$ cat src/rtl/nibble_exec.sv
// nibble_exec: execute stage of a 4-bit nibble processor.
//
// Sequences FETCH -> EXEC for one-byte instructions and
// FETCH -> EXEC -> FETCH2 -> JUMP for two-byte jumps. It drives the
// PC/fetch enables of the upstream stage and holds the accumulator, the
// flags and the output data register.
//
// Build option: define NIBBLE_EXEC_HALT_EN so that opcode 0xF halts the core.
// Without it, 0xF is a NOP and halted is tied low.
//
// Ports:
//   clk            rising-edge clock
//   reset          asynchronous active-low reset
//   inst, oprnd    opcode / operand nibbles from the fetch register
//   data_in        RAM/input-port data, sampled in EXEC
//   enable_counter PC increment enable
//   enable_fetch   fetch-register load enable
//   load_counter   PC load strobe (PC <= jump_addr)
//   jump_addr      jump target {hi_nibble, inst, oprnd}
//   accu           accumulator
//   c_flag, z_flag carry/borrow flag and zero flag
//   data_out       registered data for OUT/STM
//   out_we, ram_we one-cycle write strobes
//   halted         high while in HALT
module nibble_exec #(
    parameter int unsigned ADDR_W = 12
) (
    input  logic              clk,
    input  logic              reset,
    input  logic [3:0]        inst,
    input  logic [3:0]        oprnd,
    input  logic [3:0]        data_in,
    output logic              enable_counter,
    output logic              enable_fetch,
    output logic              load_counter,
    output logic [ADDR_W-1:0] jump_addr,
    output logic [3:0]        accu,
    output logic              c_flag,
    output logic              z_flag,
    output logic [3:0]        data_out,
    output logic              out_we,
    output logic              ram_we,
    output logic              halted
);

    typedef enum logic [2:0] {
        S_FETCH,
        S_EXEC,
        S_FETCH2,
        S_JUMP,
        S_HALT
    } state_t;

    state_t     state_q, state_d;
    logic [3:0] accu_q, accu_d;
    logic       c_q, c_d;
    logic       z_q, z_d;
    logic [3:0] dout_q, dout_d;
    logic [3:0] hi_q, hi_d;
    logic       cond_q, cond_d;
`ifdef NIBBLE_EXEC_HALT_EN
    logic       halted_q, halted_d;
`endif

    logic [3:0] addend;
    logic [4:0] sum;
    logic [3:0] nand_res;

    always_comb begin
        addend   = (inst == 4'h5) ? data_in : oprnd;
        sum      = {1'b0, accu_q} + {1'b0, addend};
        nand_res = ~(accu_q & oprnd);

        state_d = state_q;
        accu_d  = accu_q;
        c_d     = c_q;
        z_d     = z_q;
        dout_d  = dout_q;
        hi_d    = hi_q;
        cond_d  = cond_q;
`ifdef NIBBLE_EXEC_HALT_EN
        halted_d = halted_q;
`endif

        case (state_q)
            S_FETCH:  state_d = S_EXEC;
            S_EXEC: begin
                state_d = S_FETCH;
                case (inst)
                    4'h1: begin
                        accu_d = oprnd;
                        z_d    = (oprnd == 4'h0);
                    end
                    4'h2: begin
                        accu_d = data_in;
                        z_d    = (data_in == 4'h0);
                    end
                    4'h3, 4'hE: dout_d = accu_q;
                    4'h4, 4'h5: begin
                        accu_d = sum[3:0];
                        c_d    = sum[4];
                        z_d    = (sum[3:0] == 4'h0);
                    end
                    4'h6: begin
                        accu_d = accu_q - oprnd;
                        c_d    = (accu_q < oprnd);
                        z_d    = (accu_q == oprnd);
                    end
                    4'h7: begin
                        accu_d = nand_res;
                        z_d    = (nand_res == 4'h0);
                    end
                    4'h8: begin
                        c_d = (accu_q < oprnd);
                        z_d = (accu_q == oprnd);
                    end
                    4'h9, 4'hA, 4'hB, 4'hC, 4'hD: begin
                        // Condition is frozen from the flags at this edge;
                        // nothing between here and JUMP can change them.
                        hi_d    = oprnd;
                        state_d = S_FETCH2;
                        case (inst)
                            4'hA:    cond_d = c_q;
                            4'hB:    cond_d = ~c_q;
                            4'hC:    cond_d = z_q;
                            4'hD:    cond_d = ~z_q;
                            default: cond_d = 1'b1;
                        endcase
                    end
`ifdef NIBBLE_EXEC_HALT_EN
                    4'hF: begin
                        state_d  = S_HALT;
                        halted_d = 1'b1;
                    end
`endif
                    default: ;
                endcase
            end
            S_FETCH2: state_d = S_JUMP;
            S_JUMP:   state_d = S_FETCH;
            S_HALT:   state_d = S_HALT;
            default:  state_d = S_FETCH;
        endcase
    end

    always_ff @(posedge clk or negedge reset) begin
        if (!reset) begin
            state_q <= S_FETCH;
            accu_q  <= '0;
            c_q     <= 1'b0;
            z_q     <= 1'b0;
            dout_q  <= '0;
            hi_q    <= '0;
            cond_q  <= 1'b0;
`ifdef NIBBLE_EXEC_HALT_EN
            halted_q <= 1'b0;
`endif
        end else begin
            state_q <= state_d;
            accu_q  <= accu_d;
            c_q     <= c_d;
            z_q     <= z_d;
            dout_q  <= dout_d;
            hi_q    <= hi_d;
            cond_q  <= cond_d;
`ifdef NIBBLE_EXEC_HALT_EN
            halted_q <= halted_d;
`endif
        end
    end

    // Strobes are decoded from state and opcode only, gated by reset so they
    // stay low while reset is held even though the state sits in FETCH.
    always_comb begin
        enable_fetch   = reset && ((state_q == S_FETCH) || (state_q == S_FETCH2));
        enable_counter = enable_fetch;
        load_counter   = reset && (state_q == S_JUMP) && cond_q;
        out_we         = reset && (state_q == S_EXEC) && (inst == 4'h3);
        ram_we         = reset && (state_q == S_EXEC) && (inst == 4'hE);
    end

    assign jump_addr = {hi_q, inst, oprnd};
    assign accu      = accu_q;
    assign c_flag    = c_q;
    assign z_flag    = z_q;
    assign data_out  = dout_q;
`ifdef NIBBLE_EXEC_HALT_EN
    assign halted    = halted_q;
`else
    assign halted    = 1'b0;
`endif

endmodule

$ cat config.mk
export PLATFORM = sky130hd
export DESIGN_NAME = nibble_exec
export DESIGN_NICKNAME = d
export VERILOG_FILES = /design/src/rtl/nibble_exec.sv
export SDC_FILE = /design/constraint.sdc
export NUM_CORES = 1
export LEC_CHECK = 0
export CELL_PAD_IN_SITES_DETAIL_PLACEMENT = 0
export CELL_PAD_IN_SITES_GLOBAL_PLACEMENT = 1
export CORE_AREA = 2 2 58 87
export DETAILED_ROUTE_END_ITERATION = 10
export DIE_AREA = 0 0 60 89
export GPL_TIMING_DRIVEN = 0
export HOLD_SLACK_MARGIN = 0.15
export PLACE_DENSITY = 0.88
export REMOVE_ABC_BUFFERS = 1
export SLEW_MARGIN = 20
export SYNTH_ARGS = -nofsm -noshare
export SYNTH_HDL_FRONTEND = slang
export SYNTH_SLANG_ARGS = --single-unit
export TNS_END_PERCENT = 5
$ cat constraint.sdc
create_clock -name clk -period 2.1 [get_ports clk]
set_input_delay 0.42 -clock clk [delete_from_list [all_inputs] [get_ports clk]]
set_output_delay 0.42 -clock clk [all_outputs]
set_load 0.03 [all_outputs]
==> out/results.ini <==
[power]
total_power_w = 0.00175
vdd_drop_max_mv = 0.560
switchingPower_w = 0.000732
netSwitchingFraction_pct = 41.7
pwr-share-clk_pct = 16.5
design_internal_power_w = 0.00102
total_leakage_power_nw = 0.970
pwr_density_cell_nw_per_um2 = 801
sequential_share_of_power_pct = 30.2
combinationalPowerShare_pct = 53.2

[worst_setup_path]
critPathCaptureType = register
type_of_origin_of_the_critical_path = primary input
path_class = primary input to register
cp.required_ns = 2.25
worst-endpoint-arrival_ns = 2.40
path_max_fanout = 3

[synthesis]
synth.top_cell.area_share_pct = 27.7
synthAdderAreaFrac_pct = 11.7
syn-cell-area_um2 = 1630
synth_top_family_by_area = compound AO/OA/AOI/OAI gates
synth_area_per_cell_um2 = 9.35
synth_compound_area_share_pct = 21.9
post_synth_and_or_nand_nor_area_fraction_pct = 19.0
synthesis.instances = 174
asyncSetResetFlopFracSynth_pct = 100
synthDominantAreaCellType = dfrtp_1
yosys_register_bits = 18
synth-xor-area-share_pct = 2.15
synth_mux_area_share_pct = 7.54
synth.area.top_cells = dfrtp_1 28%, ha_1 9.2%, buf_4 6.5%, mux2_1 5.5%, a21oi_1 4.3%
edff_count_synth = 0
ys_warn_count = 0
synth.lib_cells_used.distinct = 52
seq_area_frac_synth_pct = 27.7
synth_ff_type = dfrtp_1

[die]
dieHeight_um = 89
design.portCount = 42
initial_core_util_pct = 35.8
floorplan.die_area_um2 = 5340
floorplan.core_area_um2 = 4540
fp-row-count = 30
dieWidth_um = 60

[drt]
drtIter0Drc = 37
route.vias.total = 1453
vias_per_cell = 5.38
routedWlPerCell_um = 16.4
route.detailed.drc = 0
detail_route.first_pass.iterations = 4
antenna_left = 0
totalWireLength_um = 4420

[timing]
max_slew_violation_count = 0
fmax_mhz = 445
finalWorstSetupSlack_ns = -0.146
timing.clock.skew_ns = 0.00416
rsz0062_at_grt = yes
finalCriticalPeriod_ns = 2.25
fin_tns_setup_ns = -0.364
final.period_utilization_pct = 107
timing.hold.ws_ns = 0.492
hold_viol_final = 0
maxSlewHeadroom_pct = 42.8
timing.final.setup_violations = 4
tightestPinTransition_ns = 0.854

[cts]
cts_sinks = 18
clk_pin_slew_ns = 0.07
cts.root.buffer_cell = clkbuf_8
numCtsBuffers = 3
maximum_buffer_depth_of_the_clock_tree = 2
htree_num_levels = 1
worstSkewPairLatency_ns = 0.26
tritoncts_clock_tree = done

[min_path]
worst_hold_path_type = register to register

[flow_run]
max_cap_viol_count = 0

[grt]
largest_net_degree_at_the_start_of_global_routing = 23
grt_first_pass_wirelength_um = 7070
grt_antenna_before_repair = 0
global_route.usage.total_pct = 17.4
number_of_global_route_vias_before_repair = 1428
grt_remaining_overflow = 0

[cells_and_area]
final-instance-count-excl-fill = 270
insertedDiodeCount = 0
syn_to_final_growth_pct = 34.7
nNetsFinal = 235
final_core_util_pct = 48.2
drive_gt1_share_pct = 22.3

[run_status]
run_status = finished, violations left
failed_checks = setup timing

[placement]
gp_congestion = 0.806
placed_cells = 260
io_buffer_count = 40
detailed_place_hpwl_um = 3130

==> layout make-up <==
class                      count  area (um2)
fill                         435        2350
multi-input combinational    132        1120
tap                           64        80.1
sequential                    18         450
timing repair buffer          46         463
inverter                       6        22.5
clock buffer                   4        55.1
==> worst max-delay path, cell delays in order <==
cell and delay (ns):
buf_12 0.10, nand2b_4 0.14, nor2_4 0.08, and2_4 0.17, mux2_4 0.31, ha_4 0.17, fa_2 0.43, a32oi_2 0.22
o21ai_2 0.08, mux2_4 0.27
==> synthesized netlist by cell type (2+ instances only) <==
cell type   n
inv_1       5
mux2_2      2
o21bai_1    3
and2_1      2
a21oi_1    14
and3_1      2
nand2_1     9
o21ai_0     7
a21o_1      5
nor2b_4     2
nand3_1     2
a22oi_1     4
nand4_1     3
buf_6       2
o21ai_1     5
nor2_1     11
a32oi_1     2
nor2_2      2
a211oi_2    2
and2b_1     2
ha_1       12
nor2b_1     2
xnor2_1     3
dfrtp_1    18
mux2_1      8
buf_4      14
fa_1        2
nand2b_1    4
nor3b_1     2
==> power groups by stage <==
stage	Combinational [W]	Clock [W]	Sequential [W]
after floorplan	0.000345	0	0.000668
after global placement	0.000839	0	0.000531
after detailed placement	0.000847	0	0.000531
after CTS	0.000913	0.000297	0.000529
after global routing	0.00100	0.000307	0.000544
final	0.000934	0.000290	0.000530
==> worst paths after layout <==
kind / from / to / slack [ns] / cells after the start
worst max-delay path: inst[1] / accu[1] / -0.15 / 10
worst min register to register: hi_q[2] / hi_q[2] / 0.49 / 1
worst max register to register: accu[0] / accu[1] / 0.02 / 9
min in group asynchronous: reset / data_out[1] / 0.85 / 2
max in group asynchronous: reset / state_q[2] / 0.73 / 2
worst min-delay path: hi_q[2] / hi_q[2] / 0.49 / 1
==> repair_timing <==
action	CTS	global route
hold buffers	1	0
gates resized for setup	66	8
pin swaps	12	5
setup endpoints to repair	27	7
setup buffers	4	1
hold endpoints to repair	18	0
==> cell usage in the layout (no fill, tap or decap), drive strengths merged, types with 5 or more instances in the layout <==
cell	instances
o21ai	12
inv	6
nor2	13
dlygate4sd2	5
dfrtp	18
nand2	9
mux2	10
ha	12
buf	10
a21o	5
a21oi	14
clkdlybuf4s50	26
==> flip-flops by register name (all words and copies together), names as in the netlist <==
| register | flops |
|---|---|
| accu | 4 |
| state_q | 3 |
| z_flag | 1 |
| cond_q | 1 |
| c_flag | 1 |
| hi_q | 4 |
| data_out | 4 |
==> stage by stage <==
| stage | instance area (um2) | worst slack [ns] |
|---|---|---|
| floorplan | 1490 | -0.440 |
| global placement | 1970 | -1.79 |
| detailed placement | 1970 | -1.79 |
| CTS | 2150 | -0.200 |
| global route | 2190 | -0.173 |
| finish | 2190 | -0.146 |
==> logic make-up (layout without fill, tap and decap cells) <==
| family | Yosys count | in the layout |
|---|---|---|
| simple gates | 50 | 50 |
| xor+xnor | 4 | 4 |
| other cells | 1 | 1 |
| buf+inv | 24 | 56 |
| mux | 11 | 11 |
| flops | 18 | 18 |
| compound gates | 52 | 52 |
| fa+ha+maj | 14 | 14 |
==> metal layers <==
| metal | up-vias | GRT usage [%] | part of all wire [%] |
|---|---|---|---|
| met4 | 0 | 7.47 | 3.8 |
| met2 | 54 | 30.0 | 51 |
| met1 | 695 | 21.2 | 40 |
| li1 | 690 | - | - |
| met5 | - | 0 | 0 |
| met3 | 14 | 2.46 | 5.7 |
Note: power is estimated with default switching activity, not from simulation.
